File: src/rtl/psum_drain_deskew_if.sv
// Psum drain bus: skewed column input, tile control and aligned FIFO output.
// master drives in_valid/col_psum/tile_rows/out_ready; slave drives the rest.
interface psum_drain_deskew_if #(
  parameter int N      = 8,
  parameter int PSUM_W = 32,
  parameter int DEPTH  = 4
);
  localparam int CW = $clog2(DEPTH) + 1;

  logic                  in_valid;
  logic [N*PSUM_W-1:0]   col_psum;
  logic [7:0]            tile_rows;
  logic [N*PSUM_W-1:0]   out_data;
  logic                  out_valid;
  logic                  out_ready;
  logic [CW-1:0]         fifo_count;
  logic                  tile_done;
  logic                  overflow;

  modport master (
    output in_valid, col_psum, tile_rows, out_ready,
    input  out_data, out_valid, fifo_count, tile_done, overflow
  );

  modport slave (
    input  in_valid, col_psum, tile_rows, out_ready,
    output out_data, out_valid, fifo_count, tile_done, overflow
  );
endinterface

File: src/rtl/psum_drain_deskew.sv
// Deskews the bottom-row psums of a systolic array into aligned rows,
// buffers them in a small FIFO and counts rows per tile.
// Ports: clk, rst (async, active-high), clear (sync flush), bus (slave):
//   in_valid/col_psum/tile_rows in; out_data/out_valid/out_ready FIFO head;
//   fifo_count, tile_done pulse, sticky overflow.
module psum_drain_deskew #(
  parameter int N      = 8,
  parameter int PSUM_W = 32,
  parameter int DEPTH  = 4
) (
  input  logic                 clk,
  input  logic                 rst,
  input  logic                 clear,
  psum_drain_deskew_if.slave   bus
);
  localparam int W  = PSUM_W;
  localparam int RW = N * W;
  localparam int AW = (DEPTH > 1) ? $clog2(DEPTH) : 1;
  localparam int CW = $clog2(DEPTH) + 1;

  logic [N-2:0]  vld_q, vld_d;
  logic          wr_valid;
  logic [RW-1:0] row;

  // Column j arrives j cycles after column 0, so it needs N-1-j stages.
  for (genvar j = 0; j < N; j++) begin : g_col
    localparam int L = N - 1 - j;
    if (L == 0) begin : g_pass
      assign row[j*W +: W] = bus.col_psum[j*W +: W];
    end else begin : g_dly
      logic [W-1:0] d_q [L];
      logic [W-1:0] d_d [L];

      always_comb begin
        d_d[0] = bus.col_psum[j*W +: W];
        for (int k = 1; k < L; k++) d_d[k] = d_q[k-1];
      end

      always_ff @(posedge clk or posedge rst) begin
        if (rst) begin
          for (int k = 0; k < L; k++) d_q[k] <= '0;
        end else begin
          d_q <= d_d;
        end
      end

      assign row[j*W +: W] = d_q[L-1];
    end
  end

  always_comb begin
    vld_d[0] = bus.in_valid;
    for (int k = 1; k < N - 1; k++) vld_d[k] = vld_q[k-1];
    if (clear) vld_d = '0;
  end

  assign wr_valid = vld_q[N-2];

  logic [RW-1:0] mem_q [DEPTH];
  logic [RW-1:0] mem_d [DEPTH];
  logic [AW-1:0] wp_q, wp_d, rp_q, rp_d;
  logic [CW-1:0] cnt_q, cnt_d;
  logic [7:0]    rc_q, rc_d;
  logic          done_q, done_d;
  logic          ovf_q, ovf_d;
  logic          full, pop, push;

  function automatic logic [AW-1:0] inc(input logic [AW-1:0] p);
    return (p == AW'(DEPTH - 1)) ? '0 : p + 1'b1;
  endfunction

  always_comb begin
    full   = (cnt_q == CW'(DEPTH));
    pop    = (cnt_q != '0) & bus.out_ready & ~clear;
    // A full FIFO still accepts the row when the head leaves this cycle.
    push   = wr_valid & ~clear & (~full | pop);
    mem_d  = mem_q;
    wp_d   = wp_q;
    rp_d   = rp_q;
    cnt_d  = cnt_q;
    rc_d   = rc_q;
    done_d = 1'b0;
    ovf_d  = ovf_q;
    if (clear) begin
      wp_d  = '0;
      rp_d  = '0;
      cnt_d = '0;
      rc_d  = '0;
      ovf_d = 1'b0;
    end else begin
      if (push) begin
        mem_d[wp_q] = row;
        wp_d        = inc(wp_q);
      end
      if (pop) rp_d = inc(rp_q);
      if (push && !pop) cnt_d = cnt_q + 1'b1;
      if (pop && !push) cnt_d = cnt_q - 1'b1;
      if (wr_valid && full && !pop) ovf_d = 1'b1;
      // tile_rows of 0 wraps to 255 here, giving 256-row tiles.
      if (wr_valid) begin
        if (rc_q == bus.tile_rows - 8'd1) begin
          rc_d   = '0;
          done_d = 1'b1;
        end else begin
          rc_d = rc_q + 8'd1;
        end
      end
    end
  end

  always_ff @(posedge clk or posedge rst) begin
    if (rst) begin
      vld_q  <= '0;
      for (int i = 0; i < DEPTH; i++) mem_q[i] <= '0;
      wp_q   <= '0;
      rp_q   <= '0;
      cnt_q  <= '0;
      rc_q   <= '0;
      done_q <= 1'b0;
      ovf_q  <= 1'b0;
    end else begin
      vld_q  <= vld_d;
      mem_q  <= mem_d;
      wp_q   <= wp_d;
      rp_q   <= rp_d;
      cnt_q  <= cnt_d;
      rc_q   <= rc_d;
      done_q <= done_d;
      ovf_q  <= ovf_d;
    end
  end

  assign bus.out_data   = mem_q[rp_q];
  assign bus.out_valid  = (cnt_q != '0);
  assign bus.fifo_count = cnt_q;
  assign bus.tile_done  = done_q;
  assign bus.overflow   = ovf_q;
endmodule

File: src/flat_wrapper.sv
// flat-port wrapper written by rule: the top's interface ports become plain ports
module psum_drain_deskew_flat 
#(
  parameter int N      = 8,
  parameter int PSUM_W = 32,
  parameter int DEPTH  = 4
)
  (clk, rst, clear, bus_in_valid, bus_col_psum, bus_tile_rows, bus_out_ready, bus_out_data, bus_out_valid, bus_fifo_count, bus_tile_done, bus_overflow);
  psum_drain_deskew_if #(.N(N), .PSUM_W(PSUM_W), .DEPTH(DEPTH)) bus_i ();
  input  logic clk;
  input  logic rst;
  input  logic clear;
  input wire logic [$bits(bus_i.in_valid)-1:0] bus_in_valid;
  input wire logic [$bits(bus_i.col_psum)-1:0] bus_col_psum;
  input wire logic [$bits(bus_i.tile_rows)-1:0] bus_tile_rows;
  input wire logic [$bits(bus_i.out_ready)-1:0] bus_out_ready;
  output wire logic [$bits(bus_i.out_data)-1:0] bus_out_data;
  output wire logic [$bits(bus_i.out_valid)-1:0] bus_out_valid;
  output wire logic [$bits(bus_i.fifo_count)-1:0] bus_fifo_count;
  output wire logic [$bits(bus_i.tile_done)-1:0] bus_tile_done;
  output wire logic [$bits(bus_i.overflow)-1:0] bus_overflow;
  assign bus_i.in_valid = bus_in_valid;
  assign bus_i.col_psum = bus_col_psum;
  assign bus_i.tile_rows = bus_tile_rows;
  assign bus_i.out_ready = bus_out_ready;
  assign bus_out_data = bus_i.out_data;
  assign bus_out_valid = bus_i.out_valid;
  assign bus_fifo_count = bus_i.fifo_count;
  assign bus_tile_done = bus_i.tile_done;
  assign bus_overflow = bus_i.overflow;
  psum_drain_deskew #(.N(N), .PSUM_W(PSUM_W), .DEPTH(DEPTH)) u_core (.clk(clk), .rst(rst), .clear(clear), .bus(bus_i));
endmodule
File: config.mk
export PLATFORM = sky130hd
export DESIGN_NAME = psum_drain_deskew_flat
export DESIGN_NICKNAME = d
export VERILOG_FILES = /design/src/rtl/psum_drain_deskew_if.sv /design/src/rtl/psum_drain_deskew.sv /design/src/flat_wrapper.sv
export SDC_FILE = /design/constraint.sdc
export NUM_CORES = 2
export LEC_CHECK = 0
export CAP_MARGIN = 20
export CORE_MARGIN = 2
export CORE_UTILIZATION = 30
export CTS_BUF_LIST = sky130_fd_sc_hd__clkbuf_8
export DETAILED_ROUTE_END_ITERATION = 10
export SLEW_MARGIN = 10
export SYNTH_ARGS = -nofsm -noshare
export SYNTH_HDL_FRONTEND = slang
export SYNTH_SLANG_ARGS = --single-unit
export TNS_END_PERCENT = 10
File: constraint.sdc
create_clock -name clk -period 80.9 [get_ports clk]
set_input_delay 8.09 -clock clk [delete_from_list [all_inputs] [get_ports clk]]
set_output_delay 8.09 -clock clk [all_outputs]
set_load 0.03 [all_outputs]
* Yosys cells after proc, flatten, opt, wreduce, memory -nomap -nowiden
Cells that the tools add are included.
** Storage, ports and cells
- Input bits :: 269
- Bits in registers :: 1944
- Logic and storage cells :: 99
- Output and inout bits :: 262
** Cells by class
- Bitwise logic cells :: 9
- Reduce and logical (&&, ||, !) cells :: 14
- Add/subtract/negate cells :: 6
- Muxes and demuxes :: 24
- Magnitude comparators :: 3
- Equality and inequality tests :: 4
** Operators by type and width (count)
- 1024-bit bitwise mux :: 1
- 256-bit two-way mux :: 3
- 256-bit binary-select mux with 2-bit select :: 1
- 256-bit demux with 2-bit select :: 1
- 8-bit two-way mux :: 3
- 2-bit two-way mux :: 6
- 3-bit two-way mux :: 3
- 8-bit by 1-bit adder with 8-bit output, second input constant :: 1
- 8-bit == test :: 1
- 2-bit nonzero test :: 4
- 8-bit by 1-bit subtractor with 8-bit output, second input constant :: 1
- 7-bit two-way mux :: 1
- 3-bit greater-or-equal comparator, second input constant :: 2
- 2-bit inverter with 3-bit output :: 2
- 3-bit nonzero test :: 2
- 1-bit logical AND :: 5
- 1-bit two-way mux :: 5
- 2-bit by 1-bit adder with 2-bit output, second input constant :: 2
- 1-bit bitwise AND :: 4
- 2-bit == test, second input constant :: 2
- 3-bit by 1-bit adder with 3-bit output, second input constant :: 1
- 3-bit == test, second input constant :: 1
- 3-bit by 1-bit < comparator with 1-bit output, second input constant :: 1
- 3-bit by 1-bit subtractor with 3-bit output, second input constant :: 1
- 4 further kinds :: 6

* Logic depth before layout (Yosys ltp)
- Depth after elaboration :: 9
- Depth in mapped cells :: 8
- Depth with buffers taken out :: 7

* Worst setup path after synthesis
No wires, ideal clock.
- Path kind :: register -> output
- Start point :: register u_core.rp_q[0]
- End point :: output port bus_out_data[237]
- Data required time :: 72.810 ns
- Path slack :: 71.091 ns
- Buffers on the path :: 3
- Stages on the path, launching flop included :: 5
- Data arrival time :: 1.719 ns
- Cells stage by stage :: dfrtp_1 -> clkbuf_1 -> buf_2 -> buf_2 -> mux4_2
** On the way
- Cells in the longest elaborated chain, start to end :: 4
** Ends and longest elaborated chain
- from (decl) :: line psum_drain_deskew.sv:61 : logic [AW-1:0] wp_q, wp_d, rp_q, rp_d;
- from (signal assigned) :: line psum_drain_deskew.sv:125 : rp_q <= rp_d;
- 2-bit inverter with 3-bit output (not written as such) :: line psum_drain_deskew.sv:133 : assign bus.out_data = mem_q[rp_q];
- 256-bit binary-select mux with 2-bit select :: line psum_drain_deskew.sv:133
- 256-bit two-way mux (not written as such) (2 in series) :: line psum_drain_deskew.sv:133
- to (decl) :: line flat_wrapper.sv:17 : output wire logic [$bits(bus_i.out_data)-1:0] bus_out_data;
No other way between the ends. The select of a mux whose other input is x is not followed.

* Worst setup path after layout
- Start point :: register u_core.rp_q[1]
- End point :: output port bus_out_data[118]
The elaborated chain is that of the path after synthesis.

==> impl_metrics.ini <==
[sta]
fin_crit_ns = 13.06
fin_skew_ns = 0.08823
setup_tns_ns = 0
fmax_ghz = 0.07654
worst_slew_pin_slew_ns = 1.013
drv_slew = 0
relSlewSlack_pct = 32.44
setup_viol = 0
hold_viol = 0
fin_ws_ns = 67.84
rsz0062_at_grt = no
finalCritPeriodShare_pct = 16.15

[clock_network]
clkTransAtPathRegs_ns = 0.06
cts_setup_buffers = 0
htree_num_levels = 5
clockBufferDepth = 4
cts_sinks = 1944
clk_latency_ns = 1.03
cts_tree = done
cts_resized = 0
cts-buffers-inserted = 342
cts_root_buf = clkbuf_8
hold_buffers = 0

[flow_run]
max_cap_viol_count = 0

[power]
power_leakage_nw = 41.93
total_power_mw = 1.986
power.density_mw_per_mm2 = 22.93
ir_drop_uv = 13.98

[synth]
synth_ff_type = dfrtp_1
synth_edf_count = 0
seq_area_frac_synth_pct = 67.35
syn_inst = 3523
async_flop_share_pct = 100.0
syn_area_mm2 = 0.07223
ys_ff_latch = 1944
yosysUniqueCellTypes = 45
yosysTopAreaCell = dfrtp_1
synth_area_leaders = dfrtp_1 67%, mux2_4 17%, mux4_2 8.0%, mux2_2 3.5%, buf_12 2.4%
ys_warn_count = 0
synth_top_area_share_pct = 67.35
synthesis.nets = 3799
avgSynthCellArea_um2 = 20.50

[floorplanning]
die_w_um = 494.7
num_rows = 180
core_area_mm2 = 0.2401
start_util_pct = 30.09
die-area_mm2 = 0.2447
boundaryPins = 531
die_height_um = 494.7

[setup_path]
reg2reg_setup_slack_ns = 76.43
crit_chain = buf_4 > buf_4 > mux4_2 > clkdlybuf4s50_1
arrival_ns = 4.97
crit_slowest_cell = dfrtp_4
endpoint_kind = primary output
required_ns = 72.81
crit_path_start_kind = register
crit_type = reg -> out
worstPathMaxFanout = 54
critical_path.max_stage_delay_ns = 1.02
cp_common_cell = buf_4

[layout]
utilization_pct = 36.07
syn_to_final_growth_pct = 19.89
layout_commonest_cell = dfrtp_1
finalNonFillerCells = 7731
final_cell_mix = 1942 x dfrtp_1, 800 x mux2_4, 530 x clkdlybuf4s50_1
layout-drive-gt1-share_pct = 40.78
fin_nets = 4554

[detailed_routing]
totalWireLength_um = 154200
vias = 33240
dr.pass1.iters = 5
ant_nets = 0
drc_errors = 0
wl_per_cell_um = 19.94
avgViaCountPerCell = 4.299
drtIter0Drc = 1649

[grt]
grt_max_degree = 180
grt_overflow = 0
grt_pass1_wl_um = 238800
grt_pass1_vias = 37540
antenna_found_initial = 23
grtUsageTotal_pct = 12.66

[run_status]
status = complete, no violations

[hold_path]
hold_path_class = reg -> reg

[placement]
port_buffers = 530
post-place-ws_ns = 67.90
gp_congestion = 0.7603
place_inst = 7115
dpl.hpwl_um = 93090
## report_power, final
group          leakage, nW  internal [mW]  switching [mW]
Combinational         13.0         0.0356          0.0453
Clock                 3.89          0.495           0.393
Sequential            25.0           1.00          0.0147
Total                 41.9           1.53           0.453
## path summary, 6_finish.rpt
path,startpoint,end,cells after the start
worst max-delay path,u_core.rp_q[1]$_DFFE_PP0P_,bus_out_data[118],4
worst min-delay path,u_core.g_col[0].g_dly.d_d[15]$_DFF_PP0_,u_core.g_col[0].g_dly.d_q[15]$_DFF_PP0_,0
worst max register to register,u_core.bus.fifo_count[0]$_DFFE_PP0P_,u_core.mem_q[129]$_DFFE_PP0P_,7
worst min register to register,u_core.g_col[0].g_dly.d_d[15]$_DFF_PP0_,u_core.g_col[0].g_dly.d_q[15]$_DFF_PP0_,0
max in group asynchronous,rst,u_core.g_col[5].g_dly.d_q[30]$_DFF_PP0_,6
min in group asynchronous,rst,u_core.mem_q[509]$_DFFE_PP0P_,2
## synth_stat cells (4+ instances only)
library cell	instances
mux2_2	224
buf_4	4
mux4_2	256
inv_1	10
buf_1	9
ha_1	6
clkbuf_1	26
xnor2_1	7
o21ai_0	6
o31ai_1	4
nand2_1	9
buf_8	20
nand2_8	4
xor2_1	13
buf_2	28
nand3_1	4
nor3_1	8
nor2_1	15
nor2b_1	8
buf_12	88
dfrtp_1	1944
mux2_4	800
## per-layer routing
| metal | GRT usage, % | vias up | routed length, um |
|---|---|---|---|
| met5 | 0 | - | 217 |
| met4 | 4.691 | 36 | 4939 |
| met3 | 4.042 | 356 | 9326 |
| met2 | 19.08 | 796 | 70390 |
| met1 | 17.04 | 17880 | 69280 |
| li1 | - | 14170 | - |
## layout make-up
type | count | area [um^2]
antenna | 19 | 47.55
inverter | 10 | 45.04
fill | 22420 | 153500
timing repair buffer | 586 | 5866
clock inverter | 164 | 909.6
tap | 3185 | 3985
multi-input combinational | 1394 | 21180
clock buffer | 429 | 5904
sequential | 1944 | 48650
## metrics by stage
stage / area (um^2) / hold WS, ns
final: 86590 / 0.2955
after global routing: 86590 / 0.3060
after CTS: 86450 / 0.2987
after detailed placement: 79640 / 0.3347
after global placement: 79640 / 0.3315
after floorplan: 72230 / 0.3312
## worst max-delay path: cells and delay by family (launching register included)
family                 cells  cell delay, ns
buffers and inverters      3            2.34
flip-flops                 1            1.02
multiplexers               1            0.38
## state kept, by name, indices dropped and copies added (netlist names)
signal                  flops
u_core.bus.fifo_count       3
u_core.bus.overflow         1
u_core.bus.tile_done        1
u_core.g_col.g_dly.d_d    672
u_core.g_col.g_dly.d_q    224
u_core.mem_q             1024
u_core.rc_q                 8
u_core.rp_q                 2
u_core.vld_q                7
u_core.wp_q                 2
## kinds of logic (layout without fill, tap and decap cells)
logic type | Yosys count | count (layout) | share of synthesized area [%]
DFF | 1944 | 1944 | 67.35
AOI/OAI and AO/OA | 25 | 25 | 0.2754
buffers and inverters | 185 | 1189 | 3.324
xor gates and xnor gates | 20 | 20 | 0.2425
and+or+nand+nor | 62 | 62 | 0.5734
muxes | 1280 | 1280 | 28.10
adders and majority gates | 7 | 7 | 0.1316
other | 0 | 19 | 0
(Power assumes the default switching activity.)
